## src/rtl/instr_fetch_stage.sv

```systemverilog
// RV32 fetch stage: owns the pc, addresses instruction memory and registers pc/pc+4/instr into IF/ID.
// Optional macro IFETCH_MISALIGN_CHK_EN keeps misaligned redirect targets and flags them instead of masking.
module instr_fetch_stage #(
    parameter int unsigned ADDR_W   = 13,
    parameter logic [31:0] RESET_PC = 32'h0000_0000,
    parameter logic [31:0] NOP_INSN = 32'h0000_0013
) (
    input  logic              clk_i,
    input  logic              rst_i,
    output logic [ADDR_W-1:0] imem_addr_o,
    input  logic [31:0]       imem_data_i,
    input  logic              stall_i,
    input  logic              redirect_i,
    input  logic [31:0]       redirect_pc_i,
    output logic              if_id_valid_o,
    output logic [31:0]       if_id_pc_o,
    output logic [31:0]       if_id_pc4_o,
    output logic [31:0]       if_id_instr_o,
    output logic              if_id_misalign_o,
    output logic [31:0]       fetch_cnt_o
);

    typedef enum logic [1:0] {
        S_BOOT  = 2'd0,
        S_RUN   = 2'd1,
        S_REDIR = 2'd2
    } state_e;

    state_e      state_q, state_d;
    logic [31:0] pc_q, pc_d;
    logic        valid_q, valid_d;
    logic [31:0] id_pc_q, id_pc_d;
    logic [31:0] id_pc4_q, id_pc4_d;
    logic [31:0] instr_q, instr_d;
    logic [31:0] cnt_q, cnt_d;
    logic [31:0] pc_plus4;
    logic [31:0] redirect_tgt;

    assign pc_plus4 = pc_q + 32'd4;

`ifdef IFETCH_MISALIGN_CHK_EN
    logic misal_q, misal_d;     // sticky: pc points at a misaligned target
    logic id_misal_q, id_misal_d;
    assign redirect_tgt = redirect_pc_i;
`else
    assign redirect_tgt = redirect_pc_i & ~32'h3;
`endif

    always_comb begin
        state_d  = state_q;
        pc_d     = pc_q;
        valid_d  = valid_q;
        id_pc_d  = id_pc_q;
        id_pc4_d = id_pc4_q;
        instr_d  = instr_q;
        cnt_d    = cnt_q;
`ifdef IFETCH_MISALIGN_CHK_EN
        misal_d    = misal_q;
        id_misal_d = id_misal_q;
`endif
        if (redirect_i) begin
            // The fetch currently at imem is squashed; the target is fetched in S_REDIR.
            pc_d    = redirect_tgt;
            valid_d = 1'b0;
            instr_d = NOP_INSN;
            state_d = S_REDIR;
`ifdef IFETCH_MISALIGN_CHK_EN
            misal_d    = (redirect_tgt[1:0] != 2'b00);
            id_misal_d = 1'b0;
`endif
        end else if (!stall_i) begin
            state_d = S_RUN;
            if (state_q == S_BOOT) begin
                valid_d = 1'b0;
                instr_d = NOP_INSN;
`ifdef IFETCH_MISALIGN_CHK_EN
                id_misal_d = 1'b0;
            end else if (misal_q) begin
                // Deliver the faulting entry once, then park on bubbles until a new redirect.
                id_misal_d = (state_q == S_REDIR);
                valid_d    = (state_q == S_REDIR);
                instr_d    = NOP_INSN;
                id_pc_d    = pc_q;
                id_pc4_d   = pc_plus4;
                if (state_q == S_REDIR) begin
                    cnt_d = cnt_q + 32'd1;
                end
`endif
            end else begin
                pc_d     = pc_plus4;
                valid_d  = 1'b1;
                id_pc_d  = pc_q;
                id_pc4_d = pc_plus4;
                instr_d  = imem_data_i;
                cnt_d    = cnt_q + 32'd1;
`ifdef IFETCH_MISALIGN_CHK_EN
                id_misal_d = 1'b0;
`endif
            end
        end
    end

    always_ff @(posedge clk_i or posedge rst_i) begin
        if (rst_i) begin
            state_q  <= S_BOOT;
            pc_q     <= RESET_PC;
            valid_q  <= 1'b0;
            id_pc_q  <= RESET_PC;
            id_pc4_q <= RESET_PC + 32'd4;
            instr_q  <= NOP_INSN;
            cnt_q    <= 32'd0;
        end else begin
            state_q  <= state_d;
            pc_q     <= pc_d;
            valid_q  <= valid_d;
            id_pc_q  <= id_pc_d;
            id_pc4_q <= id_pc4_d;
            instr_q  <= instr_d;
            cnt_q    <= cnt_d;
        end
    end

`ifdef IFETCH_MISALIGN_CHK_EN
    always_ff @(posedge clk_i or posedge rst_i) begin
        if (rst_i) begin
            misal_q    <= 1'b0;
            id_misal_q <= 1'b0;
        end else begin
            misal_q    <= misal_d;
            id_misal_q <= id_misal_d;
        end
    end
    assign if_id_misalign_o = id_misal_q;
`else
    assign if_id_misalign_o = 1'b0;
`endif

    assign imem_addr_o   = pc_q[ADDR_W-1:0];
    assign if_id_valid_o = valid_q;
    assign if_id_pc_o    = id_pc_q;
    assign if_id_pc4_o   = id_pc4_q;
    assign if_id_instr_o = instr_q;
    assign fetch_cnt_o   = cnt_q;

endmodule

```

## config.mk

```make
export PLATFORM = sky130hd
export DESIGN_NAME = instr_fetch_stage
export DESIGN_NICKNAME = d
export VERILOG_FILES = /design/src/rtl/instr_fetch_stage.sv
export SDC_FILE = /design/constraint.sdc
export NUM_CORES = 1
export LEC_CHECK = 0
export BUFFER_PORTS_ARGS = -buffer_cell sky130_fd_sc_hd__buf_2
export CAP_MARGIN = 20
export CORE_MARGIN = 3
export CORE_UTILIZATION = 50
export DETAILED_ROUTE_END_ITERATION = 16
export PLACE_DENSITY = 0.77
export SLEW_MARGIN = 5
export SYNTH_ARGS = -nofsm -noshare
export SYNTH_HDL_FRONTEND = slang
export SYNTH_SLANG_ARGS = --single-unit
```

## constraint.sdc

```tcl
create_clock -name clk_i -period 15.5 [get_ports clk_i]
set_input_delay 2.325 -clock clk_i [delete_from_list [all_inputs] [get_ports clk_i]]
set_output_delay 2.325 -clock clk_i [all_outputs]
set_load 0.02 [all_outputs]
```

==> impl_metrics.py, run 1 <==
metrics = {
    "sta": {
        "hold_violations": 0,
        "fin_ws_ns": 11.42,
        "tns_ns": 0,
        "fin_crit_ns": 4.08,
        "rsz0062_at_grt": "false",
        "finalMaxSlewViolations": 0,
        "max_freq_mhz": 245,
        "finalCritPeriodShare": 0.263,
        "setup_violations": 0,
        "relSlewSlack": 0.443,
        "skew_ns": 0.00747,
        "tightest_slew_ns": 0.836,
    },
    "worst_hold_path": {
        "hp-start": "fetch_cnt_o[31]",
        "hp-class": "reg -> reg",
        "holdPathStages": 1,
        "hold_end": "fetch_cnt_o[31]",
    },
    "global_routing": {
        "grtUsageMet3": 0.0606,
        "met1_usage": 0.315,
        "antenna_found_initial": 2,
        "grt_overflow_total": 0,
        "grt_use_met2": 0.352,
        "grt_pass1_wl_um": 29200,
        "grt.total_usage": 0.228,
        "grt_pass1_vias": 5609,
        "top_usage_layer": "met2",
        "grt_max_degree": 91,
    },
    "logic_synthesis": {
        "avgSynthCellArea_um2": 10.1,
        "ys_warn_count": 0,
        "yosys_most_used_dff": "dfrtp_1",
        "synth.distinct_cells": 48,
        "synth_edf_count": 0,
        "synth-seq-cells": 157,
        "async_flop_share": 1.00,
        "mappedNetlistArea_um2": 7290,
        "yosysSeqAreaShare": 0.540,
        "synthCells": 718,
    },
    "floorplan": {
        "start_util": 0.519,
        "die_w_um": 127,
        "ios": 211,
        "die_area_um2": 16100,
        "fp.dieH_um": 127,
        "num_rows": 43,
        "coreArea_um2": 14000,
    },
    "place": {
        "pre_cts_ws_ns": 10.97,
        "gp_congestion": 0.865,
        "postPlaceCellArea_um2": 8260,
        "hpwl_um": 12400,
        "io_buffer_count": 201,
    },
    "worst_setup_path": {
        "crit_path_start_kind": "primary input",
        "worst-endpoint-required_ns": 15.76,
        "cp_slowest_cell": "buf_4",
        "endpoint_kind": "flip-flop",
        "r2r_setup_slack_ns": 13.00,
        "timing.reg2reg.worst_path_depth": 4,
        "crit_chain": "buf_2 -> buf_4 -> or2_2 -> buf_4 -> o21ai_0",
        "path_delay_family": "buffers and inverters",
        "r2r-end": "if_id_pc4_o[18]",
        "cpPeakStageDelay_ns": 0.62,
        "arrival_ns": 4.34,
        "crit_type": "in -> reg",
        "crit_fanout": 72,
        "path_common_cell": "buf_4",
        "path_buf_inv": 3,
        "r2r_start": "state_q[1]",
    },
    "cells_and_area": {
        "nets": 955,
        "layout_common_cells": "201 x buf_2, 181 x nand2_1, 153 x dfrtp_1",
        "nFillCells": 1194,
        "mostFrequentLayoutCell": "buf_2",
        "layout-drive-gt1-share": 0.302,
        "fin_area_um2": 8850,
        "area_growth_syn_to_layout_pct": 21.4,
        "multi_input_area_um2": 3020,
        "register_area_um2": 3930,
    },
    "job": {
        "drv_cap": 0,
    },
    "power_and_ir_drop": {
        "total_power_mw": 1.12,
        "p_switching_mw": 0.352,
        "swShare": 0.315,
        "p_leak_nw": 4.43,
        "power.internal_mw": 0.767,
        "worst_ir_drop_vdd_uv": 76.5,
        "p_comb_frac": 0.178,
        "pwr-share-clk": 0.372,
        "pwr_density_cell_nw_per_um2": 126,
        "seq_power_share": 0.450,
    },
    "routing": {
        "wl_per_cell_um": 16.6,
        "routed_via_density": 5.20,
        "dr.pass1.iters": 4,
        "antenna_left": 0,
        "drt-initial-drc-count": 370,
        "vias": 5608,
        "drt_wl_total_um": 17900,
        "drc": 0,
    },
    "clock_network": {
        "cts.repair.resized": 0,
        "numCtsBuffers": 17,
        "cts.htree.levels": 4,
        "cts_sinks": 157,
        "clk_latency_ns": 0.42,
        "cts.hold.buffers_added": 0,
        "post_cts_buffers": 0,
        "cts.path.max_buffers": 2,
        "tritoncts": "done",
        "clk_pin_slew_ns": 0.06,
        "cts_root_buffer": "clkbuf_16",
    },
    "outcome": {
        "status": "finished, final reports clean",
    },
}
## registers in the layout (all words and copies together), names as in the netlist
signal	count
if_id_pc4_o	30
if_id_pc_o	30
state_q	2
fetch_cnt_o	32
if_id_valid_o	1
pc_q	30
if_id_instr_o	32
## final cells by class
class	count	area share
flip-flops and latches	157	0.445
well taps	180	0.0255
clock inverters	15	0.0184
clock buffers	17	0.0481
repair buffers	206	0.119
multi-input cells	498	0.342
diodes	1	0.000283
inverters	5	0.00269
## synth_stat cells (all sizes together), types with 4 or more instances
cell,instances,area share
a22o,29,0.035
nor3,13,0.014
nand4,24,0.029
nand2,181,0.093
and4,7,0.0084
xor2,47,0.056
inv,5,0.0026
o21ai,58,0.040
dfrtp,153,0.53
dfstp,4,0.014
and3,8,0.0069
buf,37,0.033
nand3,27,0.020
nor4,8,0.014
xnor2,41,0.049
clkbuf,27,0.014
nor2,23,0.012
## power groups by stage
stage | Clock [mW] | Combinational, mW | Sequential, mW
finish | 0.416 | 0.199 | 0.504
global route | 0.443 | 0.217 | 0.511
CTS | 0.424 | 0.202 | 0.504
detailed placement | 0 | 0.202 | 0.510
global placement | 0 | 0.198 | 0.509
floorplan | 0 | 0.0910 | 0.546
## worst max path at each step
stage,startpoint,end,slack (ns),cells past startpoint
floorplan,rst_i,fetch_cnt_o[0],8.95,1
global placement,redirect_i,if_id_pc4_o[18],11.03,5
detailed placement,redirect_i,if_id_pc4_o[18],10.97,5
CTS,redirect_i,if_id_pc4_o[18],11.42,5
global route,redirect_i,if_id_pc4_o[17],11.23,5
finish,redirect_i,if_id_pc4_o[18],11.42,5
## metrics by stage
| step | hold slack [ns] | utilization | cells |
|---|---|---|---|
| 6_report | 0.462 | 0.630 | 1079 |
| 4_1_cts | 0.465 | 0.630 | 1078 |
| 2_1_floorplan | 0.499 | - | 724 |
| 3_3_place_gp | 0.452 | 0.587 | 1045 |
| 3_5_place_dp | 0.455 | 0.588 | 1046 |
| 5_1_grt | 0.476 | 0.630 | 1079 |
## per-layer routing
layer | vias to the layer above | routed length (um)
met2 | 170 | 8600
met3 | 17 | 1190
met1 | 2692 | 7870
met5 | - | 13
li1 | 2727 | -
met4 | 2 | 220
## cells by family after synthesis
| group | Yosys count | synth area share |
|---|---|---|
| AOI/OAI and AO/OA | 94 | 0.0836 |
| xor gates and xnor gates | 88 | 0.106 |
| adders and majority gates | 2 | 0.00343 |
| buffers and inverters | 69 | 0.0495 |
| DFF | 157 | 0.540 |
| muxes | 1 | 0.00137 |
| other | 1 | 0.000515 |
| and+or+nand+nor | 306 | 0.216 |
Note: power is estimated with default switching activity, not from simulation.
==> inputs of run 2 (changes only) <==
==> constraint.sdc (replaced) <==
create_clock -name clk_i -period 4.2 [get_ports clk_i]
set_input_delay 0.63 -clock clk_i [delete_from_list [all_inputs] [get_ports clk_i]]
set_output_delay 0.63 -clock clk_i [all_outputs]
set_load 0.02 [all_outputs]
==> run 2 against run 1 <==
Effect of this change: die area unchanged; design area increased by 0.13%; largest power group unchanged; routed wire length increased by 0.17%; clock skew about the same; worst hold slack got worse by 0.042 ns; core utilization increased by 0.080 points; critical path depth decreased by 1; non-clock buffer count increased by 1; first-iteration DRC count decreased by 3.8%; combinational power increased to 3.7 times the previous value; register-to-register slack got worse by 11 ns.
==> impl_metrics.py, run 2 (synthesized netlist as in run 1, its figures left out) <==
metrics = {
    "global_routing": {
        "grt_max_degree": 158,
        "grt_pass1_wl_um": 29100,
        "grt_pass1_vias": 5595,
        "grt.total_usage": 0.226,
        "antenna_found_initial": 2,
        "grt_overflow_total": 0,
    },
    "power_and_ir_drop": {
        "seq_power_share": 0.452,
        "pwr_density_cell_nw_per_um2": 465,
        "power.internal_mw": 2.87,
        "total_power_mw": 4.12,
        "p_switching_mw": 1.25,
        "swShare": 0.303,
        "p_comb_frac": 0.178,
        "pwr-share-clk": 0.369,
        "worst_ir_drop_vdd_uv": 251,
        "p_leak_nw": 4.44,
    },
    "floorplan": {
        "start_util": 0.519,
        "num_rows": 43,
        "ios": 211,
        "die_area_um2": 16100,
        "coreArea_um2": 14000,
        "fp.dieH_um": 127,
        "die_w_um": 127,
    },
    "worst_setup_path": {
        "crit_path_start_kind": "flip-flop",
        "r2r_start": "state_q[1]",
        "crit_type": "reg -> reg",
        "worst-endpoint-required_ns": 4.47,
        "arrival_ns": 2.61,
        "r2r_setup_slack_ns": 1.86,
        "cp_slowest_cell": "o21bai_4",
        "timing.reg2reg.worst_path_depth": 4,
        "path_delay_family": "compound AO/OA/AOI/OAI gates",
        "startpoint": "state_q[1]",
        "crit_chain": "o21bai_4 -> or2_2 -> buf_4 -> o21ai_0",
        "cpPeakStageDelay_ns": 0.57,
        "crit_fanout": 47,
        "endpoint_kind": "flip-flop",
        "cp.depth": 4,
        "path_buf_inv": 1,
    },
    "clock_network": {
        "cts_sinks": 157,
        "cts_root_buffer": "clkbuf_16",
        "cts.repair.resized": 0,
        "clk_latency_ns": 0.41,
        "cts.htree.levels": 4,
        "cts.hold.buffers_added": 0,
        "tritoncts": "done",
        "cts.path.max_buffers": 2,
        "numCtsBuffers": 17,
        "post_cts_buffers": 0,
        "clk_pin_slew_ns": 0.06,
    },
    "sta": {
        "setup_violations": 0,
        "tns_ns": 0,
        "fin_crit_ns": 2.34,
        "max_freq_mhz": 427,
        "skew_ns": 0.00733,
        "relSlewSlack": 0.435,
        "tightest_slew_ns": 0.845,
        "finalCritPeriodShare": 0.557,
        "rsz0062_at_grt": "false",
        "hold_violations": 0,
        "finalMaxSlewViolations": 0,
    },
    "routing": {
        "drt_wl_total_um": 17900,
        "antenna_left": 0,
        "wl_per_cell_um": 16.6,
        "vias": 5652,
        "routed_via_density": 5.24,
        "drc": 0,
        "dr.pass1.iters": 4,
        "drt-initial-drc-count": 356,
    },
    "cells_and_area": {
        "area_growth_syn_to_layout_pct": 21.6,
        "layout-drive-gt1-share": 0.300,
        "nets": 956,
        "mostFrequentLayoutCell": "buf_2",
        "layout_common_cells": "201 x buf_2, 181 x nand2_1, 153 x dfrtp_1",
        "nFillCells": 1209,
    },
    "job": {
        "drv_cap": 0,
    },
    "outcome": {
        "status": "finished, final reports clean",
    },
    "worst_hold_path": {
        "hp-class": "in -> reg",
        "hp-start": "redirect_pc_i[3]",
        "holdPathStages": 3,
    },
    "place": {
        "hpwl_um": 12500,
        "gp_congestion": 0.838,
        "io_buffer_count": 201,
    },
}
[run 2: cell count changes in the layout (fill, tap and decap cells not counted)]
cell,before,now
buf_12,0,1
bufinv_16,2,3
clkbuf_1,0,2
clkinv_2,2,5
clkinv_4,3,2
inv_6,6,0
[run 2: path summary, 6_finish.rpt]
path / endpoint
max: if_id_pc4_o[11]
min reg2reg: fetch_cnt_o[31]
max reg2reg: if_id_pc4_o[11]
min in group asynchronous: fetch_cnt_o[25]
min: pc_q[3]
max in group asynchronous: if_id_instr_o[11]
[run 2: worst reg2reg max path, cell delays in order, from the launching register on]
cell and delay [ns]:
dfrtp_1 0.42, o21bai_4 0.57, or2_2 0.55, buf_4 0.47, o21ai_0 0.19
[run 2: layout make-up]
| class | count | area, um2 | area share |
|---|---|---|---|
| flip-flops and latches | 157 | 3930 | 0.444 |
| clock inverters | 12 | 148 | 0.0167 |
| multi-input cells | 498 | 3020 | 0.341 |
| diodes | 1 | 2.50 | 0.000282 |
| repair buffers | 207 | 1070 | 0.121 |
| inverters | 5 | 22.5 | 0.00254 |
| well taps | 180 | 225 | 0.0254 |
| clock buffers | 19 | 433 | 0.0489 |
[run 2: power groups by stage]
stage	combinational, mW	sequential, mW	clock, mW
CTS	0.747	1.86	1.55
global route	0.804	1.89	1.62
finish	0.734	1.86	1.52
detailed placement	0.745	1.89	0
global placement	0.730	1.88	0
floorplan	0.336	2.01	0
[run 2: metrics by stage]
stage          cell area (um2)   util  worst slack (ns)  hold WS, ns  instances
6_report                  8860  0.631              1.86        0.421       1079
5_1_grt                   8860  0.631              1.67        0.407       1079
4_1_cts                   8860  0.631              1.83        0.404       1078
3_5_place_dp              8280  0.589              1.60        0.457       1047
3_3_place_gp              8260  0.588              1.64        0.452       1046
2_1_floorplan             7310      -              1.59        0.499        724
[run 2: layer usage]
layer,track usage,share of wire,up-vias
met5,0,0.00073,-
met4,0.0751,0.015,2
met3,0.0535,0.066,21
met2,0.354,0.48,167
met1,0.314,0.44,2742
li1,-,-,2720
